==> src/rtl/coder_pkg.sv <==
// coder_pkg: shared definitions for the Coder sequencer.
//   - seq_state_e : sequencer states (IDLE, FEED, DRAIN, DONE)
//   - CODER_N_DEF : default word width
//   - code_to_bit : maps one 2-bit Coder code back to its data bit
//                   (00 -> 1, anything else -> 0); benches may use it too.
package coder_pkg;

  localparam int CODER_N_DEF = 23;

  typedef enum logic [1:0] {
    IDLE  = 2'd0,
    FEED  = 2'd1,
    DRAIN = 2'd2,
    DONE  = 2'd3
  } seq_state_e;

  function automatic logic code_to_bit(input logic [1:0] code);
    return (code == 2'b00);
  endfunction

endpackage

==> src/rtl/code_capture.sv <==
// code_capture: collects the codes returned by Coder into the packed code word.
// The payload enable is delayed by CODER_LAT cycles so that it lines up with
// code_i. Each aligned cycle writes code_i into slot cap_cnt and advances
// cap_cnt. The counter saturates at N and is cleared when a new word is accepted.
//
// Optional build macro: CODER_SEQ_CHECK_EN adds a decode register and the
// dec_nxt_o port. dec_nxt_o is the decoded word including the write of the
// current cycle.
//
// Ports:
//   clk_i, rstn_i  clock, synchronous active-low reset
//   clr_i          new word accepted; clears cap_cnt
//   bit_en_i       bit_o carries a payload bit this cycle
//   code_i         Coder.code_o
//   code_word_o    packed codes; slot k = [2k+1:2k]
//   dec_nxt_o      decoded word (CODER_SEQ_CHECK_EN only)
module code_capture
  import coder_pkg::*;
#(
  parameter int N         = CODER_N_DEF,
  parameter int CODER_LAT = 1
) (
  input  logic           clk_i,
  input  logic           rstn_i,
  input  logic           clr_i,
  input  logic           bit_en_i,
  input  logic [1:0]     code_i,
  output logic [2*N-1:0] code_word_o
`ifdef CODER_SEQ_CHECK_EN
  ,
  output logic [N-1:0]   dec_nxt_o
`endif
);

  localparam int CW = $clog2(N + 1);

  logic [CODER_LAT-1:0] en_dly_q;
  logic [CW-1:0]        cap_cnt_q;
  logic                 cap_we;

  // The counter saturates at N, so stray enables can never overrun the word.
  assign cap_we = en_dly_q[CODER_LAT-1] && (cap_cnt_q != CW'(N));

  always_ff @(posedge clk_i) begin
    if (!rstn_i) begin
      en_dly_q    <= '0;
      cap_cnt_q   <= '0;
      code_word_o <= '0;
    end else begin
      en_dly_q <= (en_dly_q << 1) | CODER_LAT'(bit_en_i);
      if (clr_i) begin
        cap_cnt_q <= '0;
      end else if (cap_we) begin
        cap_cnt_q <= cap_cnt_q + CW'(1);
      end
      for (int k = 0; k < N; k++) begin
        if (cap_we && (cap_cnt_q == CW'(k))) begin
          code_word_o[2*k +: 2] <= code_i;
        end
      end
    end
  end

`ifdef CODER_SEQ_CHECK_EN
  logic [N-1:0] dec_q;

  always_comb begin
    dec_nxt_o = dec_q;
    for (int k = 0; k < N; k++) begin
      if (cap_we && (cap_cnt_q == CW'(k))) begin
        dec_nxt_o[k] = code_to_bit(code_i);
      end
    end
  end

  always_ff @(posedge clk_i) begin
    if (!rstn_i) begin
      dec_q <= '0;
    end else begin
      dec_q <= dec_nxt_o;
    end
  end
`endif

endmodule

==> src/rtl/coder_seq_ctrl.sv <==
// coder_seq_ctrl: word-level sequencer for the serial Coder block.
// It accepts an N-bit word through valid/ready and shifts the word into Coder
// LSB first, one bit per clock. It waits CODER_LAT cycles for the last code and
// then holds the packed 2N-bit code word until ack_i.
//
// Optional build macro: CODER_SEQ_CHECK_EN adds err_o. err_o is set on entry
// to DONE when the decoded codes differ from the word that was sent, and it is
// cleared by the ack.
//
// Ports:
//   clk_i, rstn_i        clock, synchronous active-low reset
//   data_i/valid_i       word input, ready_o accepts
//   bit_o, bit_en_o      serial bit to Coder and payload flag
//   code_i               Coder.code_o
//   code_word_o, done_o  result and completion, ack_i releases
//   err_o                self-check mismatch (CODER_SEQ_CHECK_EN only)
//
// state | meaning
// ------+---------------------------------------------------------
// IDLE  | ready for a word
// FEED  | shifting N bits into Coder
// DRAIN | waiting CODER_LAT cycles for the last codes
// DONE  | code word complete and held until ack_i
module coder_seq_ctrl
  import coder_pkg::*;
#(
  parameter int N         = CODER_N_DEF,
  parameter int CODER_LAT = 1
) (
  input  logic           clk_i,
  input  logic           rstn_i,
  input  logic [N-1:0]   data_i,
  input  logic           valid_i,
  output logic           ready_o,
  output logic           bit_o,
  output logic           bit_en_o,
  input  logic [1:0]     code_i,
  output logic [2*N-1:0] code_word_o,
  output logic           done_o,
  input  logic           ack_i
`ifdef CODER_SEQ_CHECK_EN
  ,
  output logic           err_o
`endif
);

  localparam int CW = $clog2(N + 1);

  seq_state_e    state_q, state_d;
  logic [N-1:0]  shreg_q;
  logic [CW-1:0] bit_cnt_q;
  logic          accept;
  logic          ready_d, bit_en_d, done_d;

  // ready_o is a flop that reset clears, so the first accept can only
  // happen after one clock with reset released.
  assign accept = (state_q == IDLE) && valid_i && ready_o;

  // The shift register is empty once the word has gone out, so bit_o is
  // low outside FEED without any extra gating.
  assign bit_o = shreg_q[0];

  always_comb begin
    state_d = state_q;
    case (state_q)
      IDLE:    if (accept) state_d = FEED;
      FEED:    if (bit_cnt_q == CW'(N - 1)) state_d = DRAIN;
      DRAIN:   if (bit_cnt_q == CW'(CODER_LAT - 1)) state_d = DONE;
      DONE:    if (ack_i) state_d = IDLE;
      default: state_d = IDLE;
    endcase
    ready_d  = (state_d == IDLE);
    bit_en_d = (state_d == FEED);
    done_d   = (state_d == DONE);
  end

  always_ff @(posedge clk_i) begin
    if (!rstn_i) begin
      state_q   <= IDLE;
      shreg_q   <= '0;
      bit_cnt_q <= '0;
      ready_o   <= 1'b0;
      bit_en_o  <= 1'b0;
      done_o    <= 1'b0;
    end else begin
      state_q  <= state_d;
      ready_o  <= ready_d;
      bit_en_o <= bit_en_d;
      done_o   <= done_d;
      case (state_q)
        IDLE: begin
          if (accept) begin
            shreg_q   <= data_i;
            bit_cnt_q <= '0;
          end
        end
        FEED: begin
          shreg_q <= shreg_q >> 1;
          // The bit counter is reused to time DRAIN, so it restarts here.
          if (state_d == DRAIN) bit_cnt_q <= '0;
          else                  bit_cnt_q <= bit_cnt_q + CW'(1);
        end
        DRAIN: begin
          if (state_d == DRAIN) bit_cnt_q <= bit_cnt_q + CW'(1);
        end
        default: ;
      endcase
    end
  end

`ifdef CODER_SEQ_CHECK_EN
  logic [N-1:0] dec_nxt;
  logic [N-1:0] word_q;
`endif

  code_capture #(
    .N         (N),
    .CODER_LAT (CODER_LAT)
  ) u_capture (
    .clk_i       (clk_i),
    .rstn_i      (rstn_i),
    .clr_i       (accept),
    .bit_en_i    (bit_en_o),
    .code_i      (code_i),
    .code_word_o (code_word_o)
`ifdef CODER_SEQ_CHECK_EN
    ,
    .dec_nxt_o   (dec_nxt)
`endif
  );

`ifdef CODER_SEQ_CHECK_EN
  // The shift register is consumed during FEED, so a copy of the word is kept
  // for the comparison. dec_nxt already contains the final slot that is
  // written on the DRAIN->DONE edge.
  always_ff @(posedge clk_i) begin
    if (!rstn_i) begin
      word_q <= '0;
      err_o  <= 1'b0;
    end else begin
      if (accept) word_q <= data_i;
      if (state_q == DONE && ack_i) begin
        err_o <= 1'b0;
      end else if (state_q == DRAIN && state_d == DONE) begin
        err_o <= (dec_nxt != word_q);
      end
    end
  end
`endif

endmodule

==> config.mk <==
export PLATFORM = sky130hd
export DESIGN_NAME = coder_seq_ctrl
export DESIGN_NICKNAME = d
export VERILOG_FILES = /design/src/rtl/coder_pkg.sv /design/src/rtl/code_capture.sv /design/src/rtl/coder_seq_ctrl.sv
export SDC_FILE = /design/constraint.sdc
export NUM_CORES = 1
export LEC_CHECK = 0
export BUFFER_PORTS_ARGS = -buffer_cell sky130_fd_sc_hd__buf_2
export CAP_MARGIN = 20
export CORE_ASPECT_RATIO = 1.2
export CORE_UTILIZATION = 35
export CTS_CLUSTER_DIAMETER = 100
export DETAILED_ROUTE_END_ITERATION = 8
export GPL_ROUTABILITY_DRIVEN = 0
export PLACE_DENSITY = 0.58
export SKIP_CTS_REPAIR_TIMING = 1
export SLEW_MARGIN = 20
export SYNTH_ARGS = -nofsm -noshare
export SYNTH_HDL_FRONTEND = slang
export SYNTH_HIERARCHICAL = 1
export SYNTH_SLANG_ARGS = --single-unit
==> constraint.sdc <==
create_clock -name clk_i -period 2.3 [get_ports clk_i]
set_input_delay 0.23 -clock clk_i [delete_from_list [all_inputs] [get_ports clk_i]]
set_output_delay 0.23 -clock clk_i [all_outputs]
set_load 0.01 [all_outputs]
==> results summary <==
The row count came out at just over 40. Once placement completed, the tool counted placed cells totaling slightly below 600. The detailed-route wire length is about 8.4 mm. The number of flops mapped to enable cells by yosys is 0.

The clock-pin slew on the worst setup and hold paths is ~0.06 ns. The count of cell types in the netlist is between 50 and 60. The chip height came out at roughly 120 microns. The final number of hold-violating endpoints came out at 0. The HPWL after detailed placement is approximately 5.8 mm. For this run, the detailed router's first-pass iteration total came to 4. VDD sags by at most around 0.46 mV. The starting density of the core came out at 0.360. The area of the core is approximately 11000 sq um. The max-capacitance violation count is 0. The die covers ~11000 sq um. The global-route wire length before repair is approximately 14 mm.

TritonCTS built the clock tree. The run finished with clean final reports. The worst-skew pair later-pin latency came out at roughly 0.34 ns. The initial antenna violation count came out at 0. The critical path data required time is around 2.5 ns.

The routed via count divided by cell count came out at roughly 5. The leakage power total is 2.12 nW. The type of element launching the critical path is a flip-flop. The highest net fanout along the worst path is 4. The net switching fraction of the power came out at 0.242. The net switching power figure came out at 0.856 mW. The total I/O pin count came out at a little under 80. The share of total power dissipated in sequential elements is 0.447.

The total of endpoints with negative setup slack in the final report is 0. The number of design-rule violations left by the first detailed-router iteration came out at 78. The area added between synthesis and finish is 24.2%. The power density normalized to cell area is between 700 and 800 nW/um^2. The fraction of registers with async set or reset after synthesis came out at 0. The power share of the clock group came out at 0.444. CTS built an H-tree with a depth of 3. Between clock sinks in the finished design, the worst skew comes to 0.00682 ns. Ranked by total cell area, the synthesized netlist is headed by sky130_fd_sc_hd__dfxtp_1 45%, sky130_fd_sc_hd__mux2i_1 18%, sky130_fd_sc_hd__nand2_1 6.0%, sky130_fd_sc_hd__ha_1 4.6%, sky130_fd_sc_hd__a211oi_1 4.3%. The actual slew at the worst max-slew pin came out at 0.501 ns.

The cell-internal power came out at approximately 2.7 mW. The mean cell area of the mapped netlist is between 9 and 10 sq um. When the netlist entered floorplanning its net count stood at 435.

The final cell utilization of the core is 0.447. The number of max-slew violations in the final report is 0. Yosys instantiated no cell more often than sky130_fd_sc_hd__dfxtp_1. The number of DRC violations after detailed routing is 0. The count of state elements after synthesis came out at 85. The count of buffers from port buffering is between 70 and 80. Of the available clock period, the critical path in the final layout requires 0.983. The residual antenna-violating net count after detailed routing came out at 0. Based on the critical path, the design can be clocked at up to 442 MHz. The worst hold path belongs to the class primary input to flip-flop. The area share of the largest cell type after synthesis came out at 0.447. Of the total power, combinational logic draws 0.109. The maximum buffer depth of the clock tree is 2.

The routed length per placed instance came out at roughly 14 microns. The overall global routing resource usage came out at 0.153. The arrival time of data at the critical path endpoint is approximately 2.5 ns. By count the netlist is led by 85 x sky130_fd_sc_hd__dfxtp_1, 68 x sky130_fd_sc_hd__mux2i_1, 61 x sky130_fd_sc_hd__nand2_1. The final layout contains 512 nets. After filler insertion, the fill cell instance count of the layout stands at just over 1000. The warning count from the yosys run came out at 6. The via count of the first global-routing pass came out at just under 3000.

After global routing the overflow that remains totals 0. The clock period minus worst slack came out at 2.26 ns. Leaving out filler cells and counting taps, the final layout contains between 600 and 700. The worst setup path is of the flip-flop to flip-flop kind. The number of antenna diodes in the final layout is 0.

Of the cells placed in the final design, the portion with a size suffix greater than 1 is 0.287. The pin count of the biggest net entering global routing came out at 46. The die span in x is just under 100 microns. STA classifies the critical path endpoint as a flip-flop.

The cell type with the largest total area after synthesis is sky130_fd_sc_hd__dfxtp_1. The most used flip-flop cell after synthesis is sky130_fd_sc_hd__dfxtp_1. The final total negative setup slack is 0 ns. On the final layout, the worst hold slack is 0.183 ns. Buffers inserted during clock tree synthesis total 9. The normalized max-slew margin is 0.665. The post-synth design cell area is roughly 3800 sq um. The number of sinks on the clock net came out at 85. The number of instances in the synthesized netlist came out at 392. The sequential share of the synthesized area is 0.447. The routed via count came out at 3009. The tree is rooted in a sky130_fd_sc_hd__clkbuf_16.
## per-layer routing
| layer | vias to the layer above | share of wire | GRT usage |
|---|---|---|---|
| li1 | 1528 | - | - |
| met1 | 1397 | 0.46 | 0.184 |
| met2 | 73 | 0.48 | 0.258 |
| met3 | 11 | 0.049 | 0.0461 |
| met4 | 0 | 0.014 | 0.0627 |
| met5 | - | 0 | 0 |
## stage by stage
stage | cell area (sq um) | power (mW) | worst slack (ns)
2_1_floorplan | 3800 | 1.88 | 0.118
3_3_place_gp | 4330 | 1.99 | 0.139
3_5_place_dp | 4330 | 2.00 | 0.0227
4_1_cts | 4650 | 3.57 | -0.0380
5_1_grt | 4730 | 3.69 | -0.00232
6_report | 4730 | 3.54 | 0.0392
## cell usage in the layout (no fill, tap or decap), drive strengths merged, types with 2 or more instances in the layout
| master | Yosys | final |
|---|---|---|
| buf | 6 | 90 |
| dfxtp | 85 | 85 |
| mux2i | 68 | 68 |
| nand2 | 61 | 61 |
| nor2 | 39 | 39 |
| a211oi | 22 | 22 |
| ha | 14 | 14 |
| inv | 12 | 12 |
| clkbuf | 18 | 10 |
| or3 | 7 | 7 |
| a21oi | 5 | 5 |
| nand3b | 5 | 5 |
| nand4 | 4 | 4 |
| and3 | 4 | 4 |
| clkinv | 1 | 4 |
| nand3 | 3 | 3 |
| nand2b | 3 | 3 |
| and4b | 3 | 3 |
| nor2b | 2 | 2 |
| a22o | 2 | 2 |
| bufinv | 0 | 2 |
| o21ai | 2 | 2 |
| o31ai | 2 | 2 |
| and2 | 2 | 2 |
| a311oi | 2 | 2 |
## flip-flops by register name, summed over array words and instances (netlist names)
register and count:
u_capture/code_word_o 46, shreg_q 23, bit_cnt_q 5, u_capture/cap_cnt_q 5, state_q 2, bit_en_o 1, done_o 1, ready_o 1
u_capture/en_dly_q 1
## critical path: stages (launching register included)
cell and delay [ns]:
sky130_fd_sc_hd__dfxtp_2 0.33, sky130_fd_sc_hd__inv_2 0.08, sky130_fd_sc_hd__ha_4 0.12, sky130_fd_sc_hd__or4b_4 0.45, sky130_fd_sc_hd__or3_4 0.40, sky130_fd_sc_hd__and4_4 0.19
sky130_fd_sc_hd__nand4_1 0.20, sky130_fd_sc_hd__nand2_2 0.11, sky130_fd_sc_hd__mux2_4 0.27
## cell type report
cell class              count  area (sq um)  share of cell area
flip-flops and latches     85          1710               0.361
well taps                 129           161              0.0341
multi-input cells         270          1990               0.421
clock inverters             6          86.3              0.0183
repair buffers             90           493               0.104
inverters                  13          51.3              0.0109
clock buffers              10           239              0.0506
## worst paths after layout
kind | to | from | depth (start not counted) | slack, ns
max | bit_cnt_q[0] | bit_cnt_q[0] | 8 | 0.04
min | shreg_q[22] | data_i[22] | 3 | 0.18
max reg2reg | bit_cnt_q[0] | bit_cnt_q[0] | 8 | 0.04
min reg2reg | u_capture/code_word_o[40] | u_capture/code_word_o[40] | 2 | 0.46
## cell families after synthesis
| kind of cell | Yosys count | synth area share |
|---|---|---|
| adder cells (fa/ha/maj) | 14 | 0.0460 |
| multiplexers | 69 | 0.182 |
| AO/OA/AOI/OAI | 46 | 0.0967 |
| flip-flops | 85 | 0.447 |
| XOR/XNOR | 1 | 0.00230 |
| buffers and inverters | 37 | 0.0427 |
| AND/OR/NAND/NOR | 140 | 0.183 |
## power by group through the flow
stage / Clock, mW / Sequential (mW) / Combinational (mW)
floorplan: 0 / 1.60 / 0.281
global placement: 0 / 1.61 / 0.375
detailed placement: 0 / 1.61 / 0.382
CTS: 1.61 / 1.58 / 0.383
global route: 1.68 / 1.59 / 0.428
finish: 1.57 / 1.58 / 0.384
Power figures use the tool's default switching activity.
